## src/rtl/pattern_pkg.sv

```systemverilog
// Shared record types and byte-stream helpers for the record serializer and
// the planned deserializer.
package pattern_pkg;

   localparam int unsigned REC_BYTES = 6;
   localparam int unsigned IDX_W     = 3;
   localparam int unsigned CNT_W     = 16;

   typedef logic [7:0] T;

   typedef struct packed {
      logic [7:0]  x;
      T            y;
      logic [31:0] z;
   } S;

   typedef enum logic [1:0] {
      FLD_X = 2'd0,
      FLD_Y = 2'd1,
      FLD_Z = 2'd2
   } field_t;

   // Byte presented on the stream for position idx of record s.
   function automatic logic [7:0] rec_byte(input S s, input logic [IDX_W-1:0] idx,
                                           input logic z_lsb_first);
      logic [31:0] w_zo;
      logic [1:0]  w_k;
      w_zo = z_lsb_first ? {s.z[7:0], s.z[15:8], s.z[23:16], s.z[31:24]} : s.z;
      w_k  = 2'(idx - 3'd2);
      case (idx)
         3'd0:    rec_byte = s.x;
         3'd1:    rec_byte = s.y;
         default: begin
            case (w_k)
               2'd0:    rec_byte = w_zo[31:24];
               2'd1:    rec_byte = w_zo[23:16];
               2'd2:    rec_byte = w_zo[15:8];
               default: rec_byte = w_zo[7:0];
            endcase
         end
      endcase
   endfunction

   // Field tag for stream position idx.
   function automatic field_t rec_field(input logic [IDX_W-1:0] idx);
      case (idx)
         3'd0:    rec_field = FLD_X;
         3'd1:    rec_field = FLD_Y;
         default: rec_field = FLD_Z;
      endcase
   endfunction

endpackage

```

## src/rtl/rec_serializer.sv

```systemverilog
// Serializes one packed record per handshake into a six-byte tagged stream
// with an end-of-record marker and a completed-record counter.
module rec_serializer
   import pattern_pkg::*;
#(
   parameter bit Z_LSB_FIRST = 1'b0
) (
   input  logic        clk,
   input  logic        rst,
   input  logic        in_valid,
   output logic        in_ready,
   input  S            in_rec,
   output logic        out_valid,
   input  logic        out_ready,
   output logic [7:0]  out_data,
   output logic [1:0]  out_field,
   output logic        out_last,
   output logic [15:0] rec_count
);

   localparam logic [IDX_W-1:0] LAST_IDX = IDX_W'(REC_BYTES - 1);

   typedef enum logic {ST_IDLE, ST_SEND} state_t;

   state_t             r_state;
   state_t             w_state_nxt;
   logic [IDX_W-1:0]   r_idx;
   logic [IDX_W-1:0]   w_idx_nxt;
   S                   r_hold;
   logic [CNT_W-1:0]   r_count;
   logic               w_accept;
   logic               w_xfer;
   logic               w_last;

   // Outputs decode only from registered state, index and holding register.
   assign w_last    = (r_state == ST_SEND) && (r_idx == LAST_IDX);
   assign w_xfer    = (r_state == ST_SEND) && out_ready;
   assign in_ready  = (r_state == ST_IDLE) || (w_xfer && w_last);
   assign w_accept  = in_valid && in_ready;
   assign out_valid = (r_state == ST_SEND);
   assign out_last  = w_last;
   assign out_data  = rec_byte(r_hold, r_idx, Z_LSB_FIRST);
   assign out_field = 2'(rec_field(r_idx));
   assign rec_count = r_count;

   always_comb begin
      w_state_nxt = r_state;
      w_idx_nxt   = r_idx;
      case (r_state)
         ST_IDLE: begin
            if (w_accept) begin
               w_state_nxt = ST_SEND;
               w_idx_nxt   = '0;
            end
         end
         ST_SEND: begin
            if (w_xfer) begin
               if (w_last) begin
                  // A same-cycle accept keeps the stream gapless.
                  w_state_nxt = w_accept ? ST_SEND : ST_IDLE;
                  w_idx_nxt   = '0;
               end else begin
                  w_idx_nxt = r_idx + 3'd1;
               end
            end
         end
         default: begin
            w_state_nxt = ST_IDLE;
            w_idx_nxt   = '0;
         end
      endcase
   end

   always_ff @(posedge clk or posedge rst) begin
      if (rst) begin
         r_state <= ST_IDLE;
         r_idx   <= '0;
      end else begin
         r_state <= w_state_nxt;
         r_idx   <= w_idx_nxt;
      end
   end

   always_ff @(posedge clk or posedge rst) begin
      if (rst) begin
         r_hold <= '0;
      end else if (w_accept) begin
         r_hold <= in_rec;
      end
   end

   always_ff @(posedge clk or posedge rst) begin
      if (rst) begin
         r_count <= '0;
      end else if (w_xfer && w_last) begin
         r_count <= r_count + 16'd1;
      end
   end

endmodule

```

## config.mk

```make
export PLATFORM = sky130hd
export DESIGN_NAME = rec_serializer
export DESIGN_NICKNAME = d
export VERILOG_FILES = /design/src/rtl/pattern_pkg.sv /design/src/rtl/rec_serializer.sv
export SDC_FILE = /design/constraint.sdc
export NUM_CORES = 1
export LEC_CHECK = 0
export ABC_AREA = 1
export CAP_MARGIN = 20
export CORE_MARGIN = 8
export CORE_UTILIZATION = 50
export CTS_BUF_LIST = sky130_fd_sc_hd__clkbuf_4 sky130_fd_sc_hd__clkbuf_8
export DETAILED_ROUTE_END_ITERATION = 6
export MAX_ROUTING_LAYER = met4
export PLACE_DENSITY = 0.91
export SLEW_MARGIN = 40
export SYNTH_ARGS = -nofsm -noshare
export SYNTH_HDL_FRONTEND = slang
export SYNTH_SLANG_ARGS = --single-unit
```

## constraint.sdc

```tcl
create_clock -name clk -period 5.7 [get_ports clk]
set_clock_uncertainty 0.2 [all_clocks]
set_input_delay 0.855 -clock clk [delete_from_list [all_inputs] [get_ports clk]]
set_output_delay 0.855 -clock clk [all_outputs]
set_load 0.05 [all_outputs]
```

---- Word-level counts from Yosys, hierarchy flattened ----
Index checks and enable logic that the tools add are counted.
word-level totals
  register bits ........................... 68
  output and inout port bits .............. 29
cells by class
  add/sub/neg operators ................... 3
  equality and inequality tests ........... 6
  multiplexer cells ....................... 11
  bitwise gates (word level) .............. 1
  reductions and logical operators ........ 8
operator list
  kind                                                                     number
  8-bit one-hot mux with 3 select lines                                    1
  16-bit by 1-bit adder with 16-bit output, second input constant          1
  8-bit one-hot mux with 2 select lines                                    1
  3-bit 2-to-1 mux                                                         3
  3-bit one-hot mux with 2 select lines                                    1
  1-bit logical AND                                                        4
  2-bit one-hot mux with 2 select lines                                    1
  3-bit by 1-bit adder with 3-bit output, second input constant            1
  3-bit by 1-bit == test with 1-bit output, second input constant          1
  3-bit == test, second input constant                                     1
  3-bit logical NOT                                                        1
  1-bit 2-to-1 mux                                                         3
  2-bit by 1-bit == test with 1-bit output, second input constant          1
  2-bit == test, second input constant                                     1
  2-bit logical NOT                                                        1
  2-bit by 1-bit inequality test with 1-bit output, second input constant  1
  2-bit inequality test, second input constant                             1
  1-bit one-hot mux with 2 select lines                                    1
  2-bit AND reduction                                                      1
  2-bit subtractor, second input constant                                  1
  1-bit logical OR                                                         1
  1-bit NOT                                                                1

---- Depth between registers and ports, before layout ----
Gate-level depths: netlist of run 1.
  word-level depth ........................ 9
  mapped depth ............................ 9

---- Least setup slack after synthesis of run 1 ----
OpenSTA, ideal clock, no wires.
  path kind ............................... register to output
  start point ............................. register r_idx[0]
  end point ............................... output port out_data[0]
  data arrival time ....................... 1,988 ps
  setup slack ............................. 2,657 ps
  stages on the path, launching flop included .. 9
  buffers on the path ..................... 1
  cells stage by stage .................... dfrtp_1 inv_1 ha_1 clkbuf_1 nand2_1 nand2_1 clkinv_1 o211ai_1 nand2_1
on the way
  word-level cells in the longest chain between the ends .. 4
  elaborated cells on any way between the ends .. 8
  those cells by class .................... 1 x add/sub; 3 x eq/ne; 2 x mux; 2 x reduce/logical
ends and longest elaborated chain
  what                                     line                  source
  from (decl)                              rec_serializer.sv:27  logic [IDX_W-1:0] r_idx;
  from (signal assigned)                   rec_serializer.sv:80  r_idx <= w_idx_nxt;
  2-bit subtractor                         pattern_pkg.sv:29     w_k = 2'(idx - 3'd2);
  2-bit == test (tied with other cells)    pattern_pkg.sv:34     case (w_k)
  8-bit one-hot mux with 3 select lines    pattern_pkg.sv:34
  8-bit one-hot mux with 2 select lines *  pattern_pkg.sv:30     case (idx)
  to (decl)                                rec_serializer.sv:15  output logic [7:0] out_data,
Mark *: on every way between the ends. The rest lies on a longest branch, timed or not.

---- Worst setup path in the final report of run 1 ----
  start point ............................. register r_idx[0]
  end point ............................... output port out_data[4]
Same word-level chain as after synthesis.

==> metrics.txt, run 1 <==
FP Rows=30; Pre-antenna DRT Iters=5; post-placement cell area=0.00424 mm2; pwr/cell area=527 mW/mm2; PortBufs=80; die width=98.7 um; Total GRT Usage=20.0%; initial cell density of the core=50.9%; Hold Crit Class=reg2reg; crit path time final=3990 ps; final net count=579; global placer's final weighted congestion=0.908; setup violators final=0; # clock sinks=68; Final ANT Viol Nets=0; Worst-path clk slew=70 ps; Post-Place Cells=590; max-slew violation count=0; hold_ws=273 ps; syn_area_per_cell=7.64 um2; CTS resizes=0; Filler Cell Count=548; vias in the first global route=3278; clk buf depth=2; Post-Syn Instances=447; final worst-path setup slack=1710 ps; Post-Place Worst Slack=2050 ps; WP data arrival=2940 ps; FF+latch area=0.00170 mm2; syn nets=505; H-tree levels=3; actual slew at the worst max-slew pin=670 ps; io pins=81; GRT overflow=0; fin area=0.00445 mm2; Yosys warnings=0; DPL Wire Length=6390 um; CP endpoint kind=output port; DIE HEIGHT=98.7 um; vias per cell=5.38; sequential area share after synthesis=49.8%; first-pass GRT wire length=15400 um; total core area=0.00672 mm2; Root Driver=clkbuf_8; full die area=0.00974 mm2; fin crit share=70.1%; Fmax achieved=250 MHz; hold_buf cts=0; Leak=2.21 nW; initial antenna violation count=0; Vias=3263; max_slew headroom=55.4%; largest fanout on the critical path=17; Max Cap Viol=0; Synth cell types=22; drc violations=0; post-layout util=66.3%; initial drt markers=206; Post CTS Setup Buffer Count=0; largest net degree at the start of global routing=69; share of layout cells above drive strength 1=4.56%; CTS tree=yes; ant diodes=0; outcome=completed; CP Class=reg2out; mapped cell area=0.00342 mm2; Cell Count, Final, Fillers Out=606; FF+latch count, synth=68; CP Launch Type=flip-flop; area of the multi-input gates=0.00150 mm2; final WL=8950 um; Max VDD drop=454 uV; Setup TNS=0 ps; DR WL/cell=14.8 um; RSZ-0062 raised after global routing=no; Req. time, crit path=4640 ps; total power=2.35 mW; P&R area growth vs syn=30.3%; number of CTS-inserted buffers=9; clock latency at the later pin of the worst-skew pair=340 ps; Hold Vio Cnt, Final=0
metal layers:
metal | share of wire, % | GRT usage [%]
met1 | 42 | 23.3
met4 | 2.4 | 9.45
met3 | 7.7 | 6.06
met5 | 0 | -
met2 | 48 | 31.0
sequential cells by signal, indices dropped and copies added, names as in the netlist:
name       count
r_hold        48
out_valid      1
r_idx          3
rec_count     16
Yosys cell counts:
library cell	number	share of area, %
clkbuf_1	11	1.2
nand4_1	1	0.18
nand3_1	70	10
buf_1	1	0.11
dfrtp_1	68	50
xnor2_1	2	0.51
nand2_1	200	22
inv_1	28	3.1
buf_4	1	0.22
buf_6	2	0.66
buf_2	6	0.88
nor2_1	14	1.5
nor2_2	2	0.37
a21oi_1	8	1.2
o21ai_0	5	0.73
nand3b_1	6	1.3
clkinv_1	2	0.22
ha_1	6	2.2
nand4_4	1	0.62
xor2_1	4	1.0
o211ai_1	8	1.8
o22ai_1	1	0.18
final cells by class:
type | count | share of cell area, %
Clock buffer | 12 | 3.57
Inverter | 30 | 2.53
Sequential cell | 68 | 38.2
Timing Repair Buffer | 84 | 18.7
Clock inverter | 4 | 1.07
Tap cell | 80 | 2.25
Multi-Input combinational cell | 328 | 33.6
power breakdown:
| part | switching [mW] | internal, mW |
|---|---|---|
| clock | 0.179 | 0.229 |
| sequential | 0.128 | 0.663 |
| combinational | 0.772 | 0.375 |
logic make-up after synthesis:
family                   Yosys count  share of synthesized area [%]
adder cells (fa/ha/maj)            6                           2.20
buffers and inverters             51                           6.37
XOR/XNOR                           6                           1.54
flip-flops                        68                           49.8
AND/OR/NAND/NOR                  294                           36.3
AO/OA/AOI/OAI                     22                           3.84
path summary, 6_finish.rpt:
kind                            start           to  slack (ps)  cells after the start
hold reg to reg            r_hold[35]   r_hold[35]         270                      2
min in group asynchronous         rst   r_hold[20]         760                      3
setup reg to reg             r_idx[1]   r_hold[24]        2810                      9
setup / recovery             r_idx[0]  out_data[4]        1710                      8
hold / removal             r_hold[35]   r_hold[35]         270                      2
max in group asynchronous         rst   r_hold[25]        4090                      3
worst max-delay path, stage by stage (launching register included):
cell	delay [ps]
dfrtp_1	430
inv_1	150
ha_1	610
nand2_1	110
nand2_1	80
clkinv_1	230
o211ai_1	190
nand2_1	90
clkdlybuf4s50_1	710
layout by cell type, fill, tap and decap left out, types with 6 or more instances in the layout:
cell type,count
inv_1,27
nor2_1,14
clkbuf_8,11
clkdlybuf4s50_1,80
a21oi_1,8
dfrtp_1,68
nand2_1,200
nand3b_1,6
ha_1,6
o211ai_1,8
nand3_1,70
Power figures use the tool's default switching activity.
==> inputs of run 2 (changes only) <==
--- a/config.mk
+++ b/config.mk
@@ -8,11 +8,11 @@
 export ABC_AREA = 1
 export CAP_MARGIN = 20
 export CORE_MARGIN = 8
-export CORE_UTILIZATION = 50
+export CORE_UTILIZATION = 47
 export CTS_BUF_LIST = sky130_fd_sc_hd__clkbuf_4 sky130_fd_sc_hd__clkbuf_8
 export DETAILED_ROUTE_END_ITERATION = 6
 export MAX_ROUTING_LAYER = met4
-export PLACE_DENSITY = 0.91
+export PLACE_DENSITY = 0.9
 export SLEW_MARGIN = 40
 export SYNTH_ARGS = -nofsm -noshare
 export SYNTH_HDL_FRONTEND = slang
==> constraint.sdc (replaced) <==
create_clock -name clk -period 3.45 [get_ports clk]
set_clock_uncertainty 0.2 [all_clocks]
set_input_delay 0.5175 -clock clk [delete_from_list [all_inputs] [get_ports clk]]
set_output_delay 0.5175 -clock clk [all_outputs]
set_load 0.05 [all_outputs]
==> metrics.txt, run 2 (same netlist as run 1, synthesis figures left out) <==
outcome=completed; Req. time, crit path=2730 ps; vias in the first global route=3298; clock latency at the later pin of the worst-skew pair=340 ps; endpoint of the worst-slack reg-to-reg timing path=r_hold[0]; final WL=9310 um; hold_buf cts=0; worst path buffer plus inverter count=3; Cell Count, Final, Fillers Out=626; drc violations=0; CTS tree=yes; worst r2r path cells=8; CP dominant cell by count=nand2_1; share of layout cells above drive strength 1=4.93%; WP data arrival=2460 ps; GRT overflow=0; Internal Power=2.07 mW; slowest stage delay, CP=810 ps; clk buf depth=2; full die area=0.0103 mm2; Critical path origin=r_idx[0]; Worst-path clk slew=70 ps; max reg flops=48; Root Driver=clkbuf_8; final worst-path setup slack=269 ps; commonest cells after routing, fill and taps aside=nand2_1, clkdlybuf4s50_1, nand3_1, dfrtp_1, inv_1; Max VDD drop=738 uV; Levels on crit path=6; io pins=81; initial cell density of the core=47.9%; Setup TNS=0 ps; P&R area growth vs syn=32.1%; Vias=3232; largest net degree at the start of global routing=69; Hold Crit Class=reg2reg; FP Rows=31; CP top delay family=buffers and inverters; max-slew violation count=0; Post CTS Setup Buffer Count=0; CP Class=reg2out; CP endpoint=out_field[1]; fin crit share=92.2%; Final ANT Viol Nets=0; Fmax achieved=314 MHz; DIE HEIGHT=101 um; H-tree levels=3; Filler Cell Count=607; Net Sw Frac=46.5%; Total GRT Usage=19.4%; total core area=0.00714 mm2; pwr/cell area=857 mW/mm2; max_slew headroom=64.2%; Biggest register=r_hold; CP endpoint kind=output port; final net count=581; initial drt markers=224; Pre-antenna DRT Iters=4; Worst R2R Start=r_idx[1]; # clock sinks=68; ant diodes=0; initial antenna violation count=0; R2R setup slack=1100 ps; largest fanout on the critical path=9; setup violators final=0; actual slew at the worst max-slew pin=535 ps; global placer's final weighted congestion=0.930; first-pass GRT wire length=15500 um; post-layout util=63.3%; CP Launch Type=flip-flop; vias per cell=5.16; DPL Wire Length=6690 um; Post-Place Cells=611; PortBufs=80; number of CTS-inserted buffers=9; clock share of power=16.6%; Crit-path slowest cell=clkdlybuf4s50_1; commonest non-fill, non-tap cell in the layout=nand2_1; RSZ-0062 raised after global routing=no; Post-Place Worst Slack=504 ps; Hold Vio Cnt, Final=0; sequential share of power=34.1%; crit path time final=3180 ps; cells along the critical path=inv_1, ha_1, nand2_1, nand2_1, clkinv_1, clkdlybuf4s50_1; Psw=1.80 mW; Combinational Power Share=49.3%; DR WL/cell=14.9 um; die width=101 um; Max Cap Viol=0; Leak=2.33 nW
-- run 2: cell types whose count changed in the layout (fill, tap and decap cells not counted) --
cell and delta:
clkdlybuf4s50_1 -9, buf_6 -1, buf_4 +2, clkbuf_8 -1, clkinv_2 +1, dlymetal6s2s_1 +8
buf_12 +2, clkbuf_4 -1
-- run 2: routing by layer --
| metal | track usage (%) | wire length (um) | vias up |
|---|---|---|---|
| met2 | 31.4 | 4470 | 134 |
| met4 | 9.16 | 275 | 0 |
| li1 | - | - | 1574 |
| met1 | 22.7 | 3900 | 1500 |
| met5 | - | 0 | - |
| met3 | 4.12 | 671 | 24 |
-- run 2: layout make-up --
type	count	area (um2)	area share (%)
sequential	68	1700	37.7
clock inverter	5	52.6	1.16
tap	99	124	2.74
clock buffer	10	138	3.05
multi-input combinational	328	1500	33.2
timing repair buffer	86	888	19.7
inverter	30	113	2.49
-- run 2: worst min-delay path by stage --
stage,startpoint,depth (start not counted),slack [ps],end
floorplan,r_hold[10],2,240,r_hold[10]
global placement,r_hold[38],2,250,r_hold[38]
detailed placement,r_hold[37],2,260,r_hold[37]
CTS,r_hold[37],2,280,r_hold[37]
global route,r_hold[38],2,300,r_hold[38]
finish,r_hold[2],2,270,r_hold[2]
-- run 2: metrics by stage --
step | total power, mW | cell area [um2] | hold slack, ps
floorplan | 2.56 | 3420 | 242
global placement | 3.16 | 4300 | 255
detailed placement | 3.22 | 4300 | 260
CTS | 3.88 | 4490 | 278
global route | 4.11 | 4510 | 297
finish | 3.87 | 4510 | 273
-- run 2: power by group through the flow --
stage	clock network, mW	logic, mW	registers, mW
6_report	0.643	1.91	1.32
5_1_grt	0.686	2.08	1.34
4_1_cts	0.652	1.92	1.31
3_5_place_dp	0	1.91	1.31
3_3_place_gp	0	1.86	1.30
2_1_floorplan	0	1.24	1.33
-- run 2: tightest hold or removal path, cell delays in order, from the launching register on --
cell and delay, ps:
dfrtp_1 340, nand2_1 50, nand2_1 50
-- run 2: what timing repair did --
| item | in CTS | in global routing |
|---|---|---|
| resized for setup | 0 | 8 |
| hold endpoints to repair | 0 | 0 |
| endpoints found under the setup margin | 0 | 8 |
==> inputs of run 3 (changes only) <==
--- a/config.mk
+++ b/config.mk
@@ -7,7 +7,7 @@
 export LEC_CHECK = 0
 export ABC_AREA = 1
 export CAP_MARGIN = 20
-export CORE_MARGIN = 8
+export CORE_MARGIN = 1
 export CORE_UTILIZATION = 47
 export CTS_BUF_LIST = sky130_fd_sc_hd__clkbuf_4 sky130_fd_sc_hd__clkbuf_8
 export DETAILED_ROUTE_END_ITERATION = 6
==> metrics.txt, run 3 (same netlist as run 1, synthesis figures left out) <==
total core area=0.00691 mm2; pwr/cell area=843 mW/mm2; initial antenna violation count=0; CP endpoint kind=output port; final net count=582; crit path time final=3180 ps; max-slew violation count=0; slowest stage delay, CP=800 ps; FP Rows=30; die width=87.3 um; global placer's final weighted congestion=0.885; RSZ-0062 raised after global routing=no; io pins=81; GRT overflow=0; largest fanout on the critical path=9; cells along the critical path=inv_1, ha_1, nand2_1, nand2_1, clkinv_1, clkdlybuf4s50_1; clock latency at the later pin of the worst-skew pair=340 ps; Hold Vio Cnt, Final=0; final worst-path setup slack=269 ps; Pre-antenna DRT Iters=5; first-pass GRT wire length=14500 um; Root Driver=clkbuf_8; post-placement cell area=0.00430 mm2; PortBufs=80; actual slew at the worst max-slew pin=531 ps; ant diodes=0; share of layout cells above drive strength 1=4.93%; Worst R2R Start=r_idx[1]; P&R area growth vs syn=31.0%; Max VDD drop=1010 uV; fin area=0.00448 mm2; Req. time, crit path=2730 ps; initial cell density of the core=49.5%; commonest cells after routing, fill and taps aside=nand2_1, clkdlybuf4s50_1, nand3_1, dfrtp_1, inv_1; endpoint of the worst-slack reg-to-reg timing path=r_hold[38]; largest net degree at the start of global routing=50; number of CTS-inserted buffers=9; outcome=completed; vias in the first global route=3118; commonest non-fill, non-tap cell in the layout=nand2_1; clk buf depth=2; Worst-path clk slew=70 ps; Total GRT Usage=25.6%; worst r2r path cells=8; full die area=0.00762 mm2; Biggest register=r_hold; max_slew headroom=64.5%; max reg flops=48; Crit-path slowest cell=clkdlybuf4s50_1; Setup TNS=0 ps; CP top delay family=buffers and inverters; fin crit share=92.2%; final WL=8750 um; Max Cap Viol=0; DIE HEIGHT=87.3 um; Fmax achieved=314 MHz; CP Launch Type=flip-flop; DR WL/cell=14.1 um; CP dominant cell by count=nand2_1; CP Class=reg2out; post-layout util=64.8%; # clock sinks=68; setup violators final=0; worst path buffer plus inverter count=3; DPL Wire Length=6250 um; WP data arrival=2460 ps; Leak=2.32 nW; CTS tree=yes; R2R setup slack=1070 ps; H-tree levels=3; vias per cell=5.21; Vias=3248; Hold Crit Class=in2async; Post-Place Worst Slack=468 ps; Final ANT Viol Nets=0; initial drt markers=163; drc violations=0
run 3: cell types whose count changed in the layout (fill, tap and decap cells not counted), sizes merged:
| cell | before | now |
|---|---|---|
| buf | 7 | 8 |
| bufinv | 1 | 0 |
| clkbuf | 10 | 11 |
| clkinvlp | 1 | 0 |
run 3: report_power, final:
group | switching [mW] | total, mW | leakage (nW) | internal (mW)
sequential | 0.222 | 1.32 | 0.856 | 1.10
clock | 0.284 | 0.561 | 0.0882 | 0.277
combinational | 1.27 | 1.89 | 1.37 | 0.628
total | 1.77 | 3.77 | 2.32 | 2.00
run 3: stage by stage:
step                power [mW]  cells  hold slack, ps
floorplan                 2.56    447             242
global placement          3.14    609             254
detailed placement        3.20    609             259
CTS                       3.78    623             276
global route              4.00    623             285
finish                    3.77    623             268
run 3: per-layer routing:
metal	up-vias	routed length (um)	GRT usage [%]
met3	16	625	5.31
met1	1509	3680	32.2
li1	1571	-	-
met5	-	0	-
met2	152	4300	40.8
met4	0	148	9.99
run 3: worst max-delay path by stage:
stage | startpoint | end | depth (start not counted)
final | r_idx[0] | out_field[1] | 6
after global routing | r_idx[0] | out_field[1] | 6
after CTS | r_idx[0] | out_data[3] | 8
after detailed placement | r_idx[0] | out_data[3] | 8
after global placement | r_idx[0] | out_data[6] | 8
after floorplan | r_idx[0] | out_data[0] | 8
run 3: cell type report:
cell class / instances / area (um2)
clock buffer: 11 / 145
clock inverter: 3 / 15.0
fill: 563 / 2430
inverter: 30 / 113
multi-input combinational: 328 / 1500
sequential: 68 / 1700
tap: 96 / 120
timing repair buffer: 87 / 883
run 3: what timing repair did:
item | 4_1_cts | 5_1_grt
endpoints found under the setup margin | 0 | 8
gates resized for setup | 0 | 8
hold buffers | 0 | 0
setup buffers | 0 | 0
